[config.mk]
export PLATFORM = sky130hd
export DESIGN_NAME = fetch_unit
export DESIGN_NICKNAME = d
export VERILOG_FILES = /design/src/rtl/fetch_pkg.sv /design/src/rtl/fetch_fifo.sv /design/src/rtl/fetch_unit.sv
export SDC_FILE = /design/constraint.sdc
export NUM_CORES = 1
export LEC_CHECK = 0
export ABC_AREA = 0
export CORE_MARGIN = 2
export CORE_UTILIZATION = 30
export DETAILED_ROUTE_END_ITERATION = 10
export GPL_TIMING_DRIVEN = 0
export HOLD_SLACK_MARGIN = 0.06
export PLACE_DENSITY = 0.58
export SKIP_LAST_GASP = 1
export SYNTH_ARGS = -nofsm -noshare
export SYNTH_HDL_FRONTEND = slang
export SYNTH_SLANG_ARGS = --single-unit
[constraint.sdc]
create_clock -name clk -period 5.45 [get_ports clk]
set_input_delay 0.8175 -clock clk [delete_from_list [all_inputs] [get_ports clk]]
set_output_delay 0.8175 -clock clk [all_outputs]
set_load 0.01 [all_outputs]
[src/rtl/fetch_pkg.sv]
// Shared constants and helpers for the instruction-fetch stage.
package fetch_pkg;

  localparam logic [31:0] INSTR_NOP = 32'h0000_0000;
  localparam int unsigned PC_INCR   = 4;

  // Ceiling log2, usable in constant expressions for counter and pointer widths.
  function automatic int clog2(input int value);
    int r;
    r = 0;
    for (int i = 0; i < 31; i++) begin
      if ((1 << i) < value) r = i + 1;
    end
    return r;
  endfunction

endpackage

[src/rtl/fetch_fifo.sv]
// Synchronous FIFO with flush; used for in-flight npc tags and the fetched
// instruction buffer.
module fetch_fifo
  import fetch_pkg::*;
#(
  parameter int WIDTH = 64,
  parameter int DEPTH = 2
) (
  input  logic                    clk,
  input  logic                    rst_n,
  input  logic                    flush,
  input  logic                    push,
  input  logic [WIDTH-1:0]        push_data,
  input  logic                    pop,
  output logic [WIDTH-1:0]        pop_data,
  output logic                    empty,
  output logic                    full,
  output logic [clog2(DEPTH):0]   count
);

  localparam int AW = clog2(DEPTH);

  logic [WIDTH-1:0] mem [DEPTH];
  logic [AW-1:0]    wr_ptr;
  logic [AW-1:0]    rd_ptr;
  logic             push_ok;
  logic             pop_ok;

  assign empty    = (count == '0);
  assign full     = (count == (AW+1)'(DEPTH));
  assign push_ok  = push && !full;
  assign pop_ok   = pop && !empty;
  assign pop_data = mem[rd_ptr];

  always_ff @(posedge clk) begin
    if (!rst_n || flush) begin
      wr_ptr <= '0;
      rd_ptr <= '0;
      count  <= '0;
    end else begin
      if (push_ok) wr_ptr <= wr_ptr + AW'(1);
      if (pop_ok)  rd_ptr <= rd_ptr + AW'(1);
      count <= count + (AW+1)'(push_ok) - (AW+1)'(pop_ok);
    end
  end

  // NOTE: storage is not reset; an entry is never read before the count says it was written.
  always_ff @(posedge clk) begin
    if (push_ok) mem[wr_ptr] <= push_data;
  end

endmodule

[src/rtl/fetch_unit.sv]
// Instruction-fetch stage: PC, credit-limited request issue, response
// buffering with redirect drop, and the IF/ID pipeline register.
module fetch_unit
  import fetch_pkg::*;
#(
  parameter int              XLEN     = 32,
  parameter logic [XLEN-1:0] RESET_PC = '0,
  parameter int              DEPTH    = 2
) (
  input  logic            clk,
  input  logic            rst_n,
  input  logic            stall,
  input  logic            redirect_valid,
  input  logic [XLEN-1:0] redirect_pc,
  output logic            imem_req_valid,
  input  logic            imem_req_ready,
  output logic [XLEN-1:0] imem_req_addr,
  input  logic            imem_resp_valid,
  input  logic [XLEN-1:0] imem_resp_data,
  output logic            if_id_valid,
  output logic [XLEN-1:0] if_id_instruction,
  output logic [XLEN-1:0] if_id_npc
);

  localparam int CW = clog2(DEPTH) + 1;

  logic [XLEN-1:0] pc;
  logic [CW-1:0]   outstanding;
  logic [CW-1:0]   drop_cnt;
  logic [CW-1:0]   buf_count;
  logic [CW-1:0]   tag_count;
  logic [CW:0]     in_use;
  logic            tag_empty, tag_full, buf_empty, buf_full;
  logic [XLEN-1:0] tag_npc, head_instr, head_npc;
  logic            fire, resp_live, advance, bypass, buf_push, buf_pop;
  logic            unused_status;

  // Credit covers both requests still in memory and instructions parked in the buffer.
  assign in_use         = {1'b0, outstanding} + {1'b0, buf_count};
  assign imem_req_valid = rst_n && !redirect_valid && (in_use < (CW+1)'(DEPTH));
  assign imem_req_addr  = pc;
  assign fire           = imem_req_valid && imem_req_ready;
  assign resp_live      = imem_resp_valid && (drop_cnt == '0);
  assign advance        = !stall && !redirect_valid;
  assign bypass         = advance && buf_empty && resp_live;
  assign buf_push       = resp_live && !redirect_valid && !bypass;
  assign buf_pop        = advance && !buf_empty;
  assign unused_status  = &{1'b0, tag_empty, tag_full, tag_count, buf_full};

  fetch_fifo #(.WIDTH(XLEN), .DEPTH(DEPTH)) u_tag_fifo (
    .clk       (clk),
    .rst_n     (rst_n),
    .flush     (redirect_valid),
    .push      (fire),
    .push_data (pc + XLEN'(PC_INCR)),
    .pop       (resp_live),
    .pop_data  (tag_npc),
    .empty     (tag_empty),
    .full      (tag_full),
    .count     (tag_count)
  );

  fetch_fifo #(.WIDTH(2*XLEN), .DEPTH(DEPTH)) u_buf_fifo (
    .clk       (clk),
    .rst_n     (rst_n),
    .flush     (redirect_valid),
    .push      (buf_push),
    .push_data ({imem_resp_data, tag_npc}),
    .pop       (buf_pop),
    .pop_data  ({head_instr, head_npc}),
    .empty     (buf_empty),
    .full      (buf_full),
    .count     (buf_count)
  );

  // NOTE: reset is synchronous here, so rst_n is just the highest-priority branch inside the clocked block.
  always_ff @(posedge clk) begin
    if (!rst_n) begin
      pc                <= RESET_PC;
      outstanding       <= '0;
      drop_cnt          <= '0;
      if_id_valid       <= 1'b0;
      if_id_instruction <= XLEN'(INSTR_NOP);
      if_id_npc         <= '0;
    end else if (redirect_valid) begin
      // Everything still in memory after this edge belongs to the wrong path.
      pc                <= {redirect_pc[XLEN-1:2], 2'b00};
      outstanding       <= outstanding - CW'(imem_resp_valid);
      drop_cnt          <= outstanding - CW'(imem_resp_valid);
      if_id_valid       <= 1'b0;
      if_id_instruction <= XLEN'(INSTR_NOP);
    end else begin
      if (fire) pc <= pc + XLEN'(PC_INCR);
      outstanding <= outstanding + CW'(fire) - CW'(imem_resp_valid);
      if (imem_resp_valid && (drop_cnt != '0)) drop_cnt <= drop_cnt - CW'(1);
      if (!stall) begin
        if (!buf_empty) begin
          if_id_valid       <= 1'b1;
          if_id_instruction <= head_instr;
          if_id_npc         <= head_npc;
        end else if (resp_live) begin
          if_id_valid       <= 1'b1;
          if_id_instruction <= imem_resp_data;
          if_id_npc         <= tag_npc;
        end else begin
          if_id_valid       <= 1'b0;
          if_id_instruction <= XLEN'(INSTR_NOP);
        end
      end
    end
  end

endmodule

==> summary.md, run 1 <==
| Metric | Value |
|---|---|
| Post-CTS Setup Repair Bufs | 0 |
| Data required, critical path | 4.63 ns |
| Layout net count | approximately 1300 |
| Syn avg cell area | 12.54 sq um |
| CTS tree | built |
| CTS Buf Count | 35 |
| Final setup viols | 0 |
| Synth warn | 0 |
| DRC errors left | 0 |
| Design Power | 5.184 mW |
| Power Density | 330.4 mW/mm^2 |
| Chip Width | 205.5 microns |
| Finished Core Util | 39.30% |
| Worst hold path type | reg2reg |
| Startpoint Class | primary input |
| Detail Route Antenna Nets | 0 |
| Largest net degree at the start of global routing | 47 |
| Worst-Margin Slew | between 0.9 and 1 ns |
| Netlist Area Pre-Place | 0.01219 sq mm |
| Run status | completed |
| Largest fanout on the critical path | 10 |
| Count of input and output buffers | 160 |
| Fraction of layout cells with a size suffix above 1 | 13.41% |
| RSZ-0062 raised after global routing | false |
| Ys async rst share | 0% |
| Slew Limit Headroom | 39.63% |
| Post-synthesis cell type count | 62 |
| Gate Count Post-Synth | between 900 and 1000 |
| Starting Density | 30.53% |
| Cts repair resizes | 0 |
| VDD IR max | 0.1762 mV |
| Bufs on Longest Clock Path | 3 |
| Arr. time, crit path | 2.96 ns |
| Dominant synthesized flop cell | edfxtp_1 |
| Commonest non-fill, non-tap cell in the layout | edfxtp_1 |
| Core Box Area | 0.03991 sq mm |
| LEAKAGE | just over 5 nW |
| Count of final hold-check violations | 0 |
| Clk slew on worst S/H paths | 0.05 ns |
| Critical Path End Type | output pin |
| Setup CP Type | in2out |
| Sink Count | between 200 and 300 |
| Height of the chip | 205.5 microns |
| IO Count | 168 |
| Routed Wire Length | roughly 32 mm |
| Max-capacitance violation count | 0 |
| Number of synthesized flops with an enable pin | about 180 |
| Initial antenna violation count | 2 |
| Die Area | 0.04225 sq mm |
| Rows | 73 |
| First-pass GRT wire length | approximately 49 mm |
| Multi-input logic area | 0.004159 sq mm |
| H-tree levels | 2 |
| Worst-Skew Late Latency | 0.53 ns |
| Clock Root Buffer | clkbuf_16 |
| Post-CTS Hold Fix Bufs | 0 |
| Final period util | 69.22% |
| Fin crit period | about 3.8 ns |
| Via count | 8568 |
| Most frequent cells in the layout | edfxtp_1, clkdlybuf4s50_1, dfxtp_1, nand2_1, nor2_1 |
| Routed len/inst | ~19 microns |
| FILL cells | 3801 |
| HPWL after DPL | 22.58 mm |
| Achievable Freq | 0.2651 GHz |
| Gpl congestion | 0.8452 |
| Sequential cell area | 0.007667 sq mm |
| Total global-route track usage | 15.28% |
| Layout area overhead | 28.74% |
| Post-synthesis sequential area ratio | 62.92% |
| Clk_skew | 0.02105 ns |
| Total congestion overflow | 0 |
| Routed vias/inst | around 5 |
| Max-slew violations | 0 |
| DR pass1 iterations | 5 |
| Vias in the first global route | roughly 8500 |
| Initial drt markers | ~650 |
| Seq cells post-synth | 291 |
==> worst max-delay path, stage by stage <==
cell             delay (ns)
clkdlybuf4s50_1        0.52
nand2b_1               0.16
clkbuf_1               0.39
nor3_1                 0.45
clkdlybuf4s50_1        0.62
==> kinds of logic after synthesis <==
logic type                 after synthesis  share of synthesized area, %
AOI/OAI and AO/OA                      175                         10.05
xor gates and xnor gates                48                         3.450
adders and majority gates               10                         1.088
buffers and inverters                   90                         3.193
DFF                                    291                         62.92
muxes                                   92                         8.184
other                                    1                       0.03077
and+or+nand+nor                        265                         11.08
==> final timing paths <==
check	to	slack (ns)	cells after the start	from
max	imem_req_valid	1.68	5	rst_n
min	if_id_npc[5]	0.45	2	if_id_npc[5]
max reg2reg	u_tag_fifo.mem[0][2]	1.84	7	u_buf_fifo.count[0]
min reg2reg	if_id_npc[5]	0.45	2	if_id_npc[5]
==> stage by stage <==
step	hold WS (ns)	cell area (sq um)	cells	setup TNS (ns)	worst slack [ns]
2_1_floorplan	0.4805	12200	975	0	1.114
3_3_place_gp	0.4463	14460	1660	-103.28	-1.669
3_5_place_dp	0.4498	14540	1663	0	1.650
4_1_cts	0.4558	15680	1726	0	1.707
5_1_grt	0.4737	15690	1727	0	1.640
6_report	0.4524	15690	1728	0	1.677
==> sequential cells by signal (all words and copies together) (netlist names), 2 cells and up, named ones only <==
name,cells
u_tag_fifo.mem,60
u_buf_fifo.mem,124
u_tag_fifo.count,2
if_id_npc,30
outstanding,2
if_id_instruction,32
drop_cnt,2
u_buf_fifo.count,2
imem_req_addr,30
==> final cells by class <==
type,count,share of cell area [%]
Inverter,19,0.4546
Timing Repair Buffer,163,10.64
Sequential cell,291,48.88
Buffer,71,2.026
Clock buffer,49,6.253
Clock inverter,14,1.021
Multi-Input combinational cell,594,26.51
Tap cell,525,4.187
Antenna cell,2,0.03190
==> routing by layer <==
layer / GRT usage (%) / wire, microns
met1: 20.82 / 14790
met2: 23.97 / 14550
met3: 3.231 / 2189
met4: 5.447 / 751
met5: 0 / 0
==> cell usage after synthesis, drive strengths merged (19+ instances only) <==
library cell	count	area, sq um
mux2	61	686.9
xnor2	32	280.3
buf	24	141.4
o211ai	31	232.7
dfxtp	107	2142
a21oi	50	250.2
inv	19	71.32
a222oi	31	310.3
clkbuf	47	176.4
edfxtp	184	5525
mux2i	31	310.3
nand2	92	352.8
nor2	68	270.3
nand3	21	117.6
o21ai	23	115.1
==> where the power goes <==
part           switching (mW)  total, mW  internal, mW
registers              0.0460       2.45          2.41
clock network           0.904       2.31          1.41
logic                   0.230      0.419         0.190
Note: power is estimated with default switching activity, not from simulation.
==> run 2, diff against run 1 <==
clock period = 3.6 ns   (was 5.45 ns; I/O delays follow)
==> summary.md, run 2 (synthesized netlist as in run 1, its figures left out) <==
| Metric | Value |
|---|---|
| Layout area overhead | 27.65% |
| Worst setup path start | u_buf_fifo.count[0] |
| Routed Wire Length | 31.91 mm (-1.2%) |
| WHS | 0.4548 ns (+0.002438 ns) |
| Routed len/inst | 18.50 microns (-0.98%) |
| HPWL after DPL | 22.38 mm (-0.90%) |
| Max-capacitance violation count | 0 (unchanged) |
| Slew Limit Headroom | 32.61% (-7.0 points) |
| Max-slew violations | 0 (unchanged) |
| Reg2Reg Depth | 7 (unchanged) |
| Largest register by flop count | u_buf_fifo.mem |
| Count of input and output buffers | 160 (unchanged) |
| CTS tree | built |
| Starting Density | 30.53% (unchanged) |
| IO Count | 168 (unchanged) |
| Critical Path End Type | flop |
| Post-CTS Hold Fix Bufs | 0 (unchanged) |
| Finished Core Util | 38.97% (-0.33 points) |
| Achievable Freq | around 0.29 GHz |
| Clock Root Buffer | clkbuf_16 |
| Clk_skew | 0.01275 ns (-0.008300 ns) |
| Layout net count | 1253 (-0.16%) |
| CTS Buf Count | 31 (-11%) |
| Top Registers | u_buf_fifo.mem: 124 flops, u_tag_fifo.mem: 60 flops, if_id_instruction: 32 flops |
| Gpl congestion | 0.8691 (+2.8%) |
| Largest net degree at the start of global routing | 47 (unchanged) |
| Total congestion overflow | 0 (unchanged) |
| Data required, critical path | 3.80 ns (-0.83 ns) |
| Worst-Margin Slew | 1.009 ns (+0.1051 ns) |
| Initial antenna violation count | 2 (unchanged) |
| DR pass1 iterations | 5 (unchanged) |
| Detail Route Antenna Nets | 0 (unchanged) |
| VDD IR max | 0.3521 mV (+100%) |
| Largest fanout on the critical path | 15 (+5) |
| First-pass GRT wire length | 48.96 mm (-0.56%) |
| Worst hold path type | reg2reg |
| Depth of the worst hold-timing path | 2 (unchanged) |
| Setup CP Type | reg2reg |
| R2r setup slk | 0.17 ns (-1.67 ns) |
| Rows | 73 (unchanged) |
| Run status | completed |
| DRC errors left | 0 (unchanged) |
| Startpoint Class | flop |
| Die Area | 0.04225 sq mm (unchanged) |
| Final Instance Area | 0.01555 sq mm (-0.85%) |
| Sink Count | 291 (unchanged) |
| RSZ-0062 raised after global routing | true |
| Final setup viols | 0 (unchanged) |
| Initial drt markers | 743 (+15%) |
| Design Power | 7.396 mW (+43%) |
| Total global-route track usage | 14.94% (-0.34 points) |
| Via count | 8526 (-0.49%) |
| Count of final hold-check violations | 0 (unchanged) |
| R2r endpoint | u_tag_fifo.mem[0][26] |
| FILL cells | 3846 (+1.2%) |
| Vias in the first global route | 8488 (-0.012%) |
| Most frequent cells in the layout | edfxtp_1, clkdlybuf4s50_1, dfxtp_1, nand2_1, nor2_1 |
| Height of the chip | 205.5 microns (unchanged) |
| Commonest non-fill, non-tap cell in the layout | edfxtp_1 |
| Core Box Area | 0.03991 sq mm (unchanged) |
| H-tree levels | 1 (-1) |
| Hold_sp | if_id_npc[19] |
| Fin crit period | between 3 and 4 ns |
| Fraction of layout cells with a size suffix above 1 | 13.11% (-0.30 points) |
| Final period util | 95.17% |
| Max reg flops | 124 (unchanged) |
| Bufs on Longest Clock Path | 3 (unchanged) |
| Chip Width | 205.5 microns (unchanged) |
| Worst-Skew Late Latency | 0.56 ns (+0.03 ns) |
| RR Startpoint | u_buf_fifo.count[0] |
| Placed Area | 0.01455 sq mm (about the same) |
| Clk slew on worst S/H paths | 0.06 ns (about the same) |
| Routed vias/inst | 4.943 (-0.32%) |
| Power Density | 475.4 mW/mm^2 (+44%) |
| LEAKAGE | 5.025 nW (-1.2%) |
| Arr. time, crit path | 3.62 ns (+0.66 ns) |
| Hold Path End | if_id_npc[19] |
[run 2: changes by cell type in the layout (fill, tap and decap cells not counted), sizes merged]
cell and delta:
buf +1, bufinv -1, clkbuf -5, clkinv +2
clkinvlp -1, nor2 +1
[run 2: per-layer routing]
layer,part of all wire (%),global-route usage (%),vias up,routed length (microns)
met2,45,23.54,289,14230
met5,0,0,-,0
met3,6.5,2.677,55,2087
li1,-,-,4054,-
met4,2.6,4.651,0,820
met1,46,20.84,4128,14770
[run 2: worst max path at each step]
| stage | endpoint | cells after the start |
|---|---|---|
| CTS | u_tag_fifo.mem[0][25] | 7 |
| floorplan | u_tag_fifo.mem[0][10] | 7 |
| global route | u_tag_fifo.mem[0][21] | 7 |
| detailed placement | u_tag_fifo.mem[0][23] | 7 |
| global placement | u_buf_fifo.mem[0][24] | 4 |
| finish | u_tag_fifo.mem[0][26] | 7 |
[run 2: power by group]
group | internal, mW | total [mW] | leakage (nW) | switching, mW
Combinational | 0.291 | 0.642 | 2.00 | 0.351
Clock | 1.77 | 3.04 | 0.473 | 1.27
Sequential | 3.64 | 3.71 | 2.55 | 0.0680
Total | 5.71 | 7.40 | 5.02 | 1.69
[run 2: worst max-delay path, cell delays in order (launching register included)]
cell and delay, ns:
dfxtp_1 0.36, inv_1 0.11, nor2_1 0.14, fa_1 0.48
nor3b_2 0.50, clkbuf_1 0.52, nand3_1 0.41, nor2_4 0.53
[run 2: cell type report]
class	count	area (sq um)	share of cell area (%)
multi-input cells	595	4170	26.81
diodes	2	5.005	0.03218
repair buffers	164	1697	10.91
well taps	525	656.9	4.223
clock inverters	14	125.1	0.8044
clock buffers	44	844.6	5.430
flip-flops and latches	291	7667	49.29
inverters	19	71.32	0.4585
plain buffers	71	317.8	2.043
[run 2: stage by stage]
stage               worst slack (ns)  std cells  setup TNS (ns)
floorplan                     0.1270        975               0
global placement              -1.401       1660         -198.42
detailed placement           0.03255       1663               0
CTS                         0.004262       1721               0
global route               -0.007410       1724        -0.08724
finish                        0.1737       1725               0
[run 2: timing repair]
item                       CTS  global route
resized for setup            0             1
buffers inserted             0             1
setup endpoints to repair    0            30
==> run 3, diff against run 2 <==
RECOVER_POWER = 50   (was not set)
clock period = 3.4 ns   (was 3.6 ns; I/O delays follow)
==> summary.md, run 3 (synthesized netlist as in run 1, its figures left out) <==
| Metric | Value |
|---|---|
| Detail Route Antenna Nets | 0 (unchanged) |
| Clock Root Buffer | clkbuf_16 |
| RSZ-0062 raised after global routing | false |
| Chip Width | 205.5 microns (unchanged) |
| Post-CTS Hold Fix Bufs | 0 (unchanged) |
| H-tree levels | 1 (unchanged) |
| RR Startpoint | u_buf_fifo.count[0] |
| Worst-Margin Slew | 1.604 ns (+0.5948 ns) |
| Core Box Area | 0.03991 sq mm (unchanged) |
| Critical Path End Type | output pin |
| Largest register by flop count | u_buf_fifo.mem |
| VDD IR max | 0.3834 mV (+8.9%) |
| IO Count | 168 (unchanged) |
| Power Density | 530.5 mW/mm^2 (+12%) |
| Met3 usage | 2.629% (-0.048 points) |
| Failing checks | max-capacitance violations, max-slew violations |
| Count of input and output buffers | 160 (unchanged) |
| Final setup viols | 0 (unchanged) |
| Startpoint Class | flop |
| Setup CP Type | reg2out |
| Slew Limit Headroom | -7.299% (-40 points) |
| CTS tree | built |
| Rows | 73 (unchanged) |
| Die Area | 0.04225 sq mm (unchanged) |
| Gpl congestion | 0.8460 (-2.7%) |
| Layout net count | 1256 (+0.24%) |
| HPWL after DPL | 22.64 mm (+1.2%) |
| Total congestion overflow | 0 (unchanged) |
| Clk slew on worst S/H paths | 0.07 ns (about the same) |
| Routed len/inst | 18.79 microns (+1.6%) |
| GR met2 Demand/Resource | 23.93% (+0.38 points) |
| Bufs on Longest Clock Path | 3 (unchanged) |
| Worst setup path start | u_buf_fifo.count[0] |
| Achievable Freq | between 0.3 and 0.4 GHz |
| Initial antenna violation count | 0 (-2) |
| CTS Buf Count | 31 (unchanged) |
| Most frequent cells in the layout | edfxtp_1, dfxtp_1, dlygate4sd3_1, nand2_1, nor2_1 |
| Top Registers | u_buf_fifo.mem: 124 flops, u_tag_fifo.mem: 60 flops, if_id_instruction: 32 flops |
| Worst hold path type | reg2reg |
| DRC errors left | 0 (unchanged) |
| Layout area overhead | 29.16% |
| Largest fanout on the critical path | 4 (-11) |
| Data required, critical path | 2.89 ns (-0.91 ns) |
| Fraction of layout cells with a size suffix above 1 | 10.82% (-2.3 points) |
| Final period util | 93.82% |
| Routed vias/inst | 4.972 (+0.60%) |
| Largest net degree at the start of global routing | 50 (+6.4%) |
| Height of the chip | 205.5 microns (unchanged) |
| Count of final hold-check violations | 0 (unchanged) |
| LEAKAGE | 5.348 nW (+6.4%) |
| Max reg flops | 124 (unchanged) |
| WHS | 0.4502 ns (-0.004567 ns) |
| Starting Density | 30.53% (unchanged) |
| Vias in the first global route | 8525 (+0.44%) |
| Worst Setup Slack, final | 0.2102 ns (+0.03645 ns) |
| Hold_sp | if_id_npc[14] |
| Worst-Skew Late Latency | 0.59 ns (+0.03 ns) |
| Initial drt markers | 727 (-2.2%) |
| First-pass GRT wire length | 49.51 mm (+1.1%) |
| DR pass1 iterations | 7 (+2) |
| Max-capacitance violation count | 1 (+1) |
| Run status | finished with violations |
| Design Power | 8.350 mW (+13%) |
| Clk_skew | 0.03032 ns (+0.01757 ns) |
| Routed Wire Length | 32.45 mm (+1.7%) |
| Sink Count | 291 (unchanged) |
| Total global-route track usage | 15.12% (+0.18 points) |
| Via count | 8587 (+0.72%) |
| Gr busiest metal | met2 |
| Commonest non-fill, non-tap cell in the layout | edfxtp_1 |
| Max-slew violations | 14 (+14) |
| Arr. time, crit path | 2.68 ns (-0.94 ns) |
| Fin crit period | 3.190 ns |
| Met1 Use GR | 21.07% (+0.22 points) |
| Pre-CTS WS | -0.1723 ns (-0.2049 ns) |
==> run 3: through the flow <==
| step | TNS, ns | util (%) | area [sq um] | cells |
|---|---|---|---|---|
| 6_report | 0 | 39.43 | 15740 | 1727 |
| 5_1_grt | 0 | 39.43 | 15740 | 1726 |
| 2_1_floorplan | 0 | - | 12200 | 975 |
| 3_5_place_dp | -5.075 | 36.54 | 14580 | 1664 |
| 4_1_cts | -0.1718 | 39.49 | 15760 | 1725 |
| 3_3_place_gp | -205.54 | 36.23 | 14460 | 1660 |
==> run 3: what timing repair did <==
action | in CTS | in global routing
buffers inserted | 2 | 1
gates cloned | 1 | 0
endpoints found under the setup margin | 30 | 17
pin swaps | 0 | 1
endpoints found under the hold margin | 0 | 0
resized for setup | 1 | 3
==> run 3: area by class of cell <==
| cell class | instances | area (sq um) |
|---|---|---|
| repair buffers | 167 | 1747 |
| well taps | 525 | 656.9 |
| flip-flops and latches | 291 | 7667 |
| plain buffers | 71 | 312.8 |
| inverters | 19 | 71.32 |
| multi-input cells | 595 | 4129 |
| clock inverters | 15 | 270.3 |
| clock buffers | 43 | 882.1 |
| fillers | 3799 | 24180 |
| diodes | 1 | 2.502 |
==> run 3: layer usage <==
layer,up-vias,wire length (microns)
met5,-,0
met4,0,698
met3,45,2070
met2,294,14650
met1,4190,15030
li1,4058,-
==> run 3: path summary, 6_finish.rpt <==
path,endpoint,slack [ns],depth (start not counted)
min reg2reg,if_id_npc[14],0.45,2
max reg2reg,outstanding[1],0.23,13
max,imem_req_valid,0.21,5
min,if_id_npc[14],0.45,2
==> run 3: worst max-delay path, stage by stage (launching register included) <==
cell and delay, ns:
dfxtp_1 0.37, inv_1 0.11, nor2_1 0.16, fa_1 0.53, nor3_2 0.32, clkdlybuf4s50_1 0.61
==> run 3: where the power goes <==
group,total (mW),leakage [nW],internal [mW],switching [mW]
Sequential,3.93,2.55,3.86,0.0716
Combinational,0.668,2.24,0.293,0.375
Clock,3.75,0.562,2.35,1.40
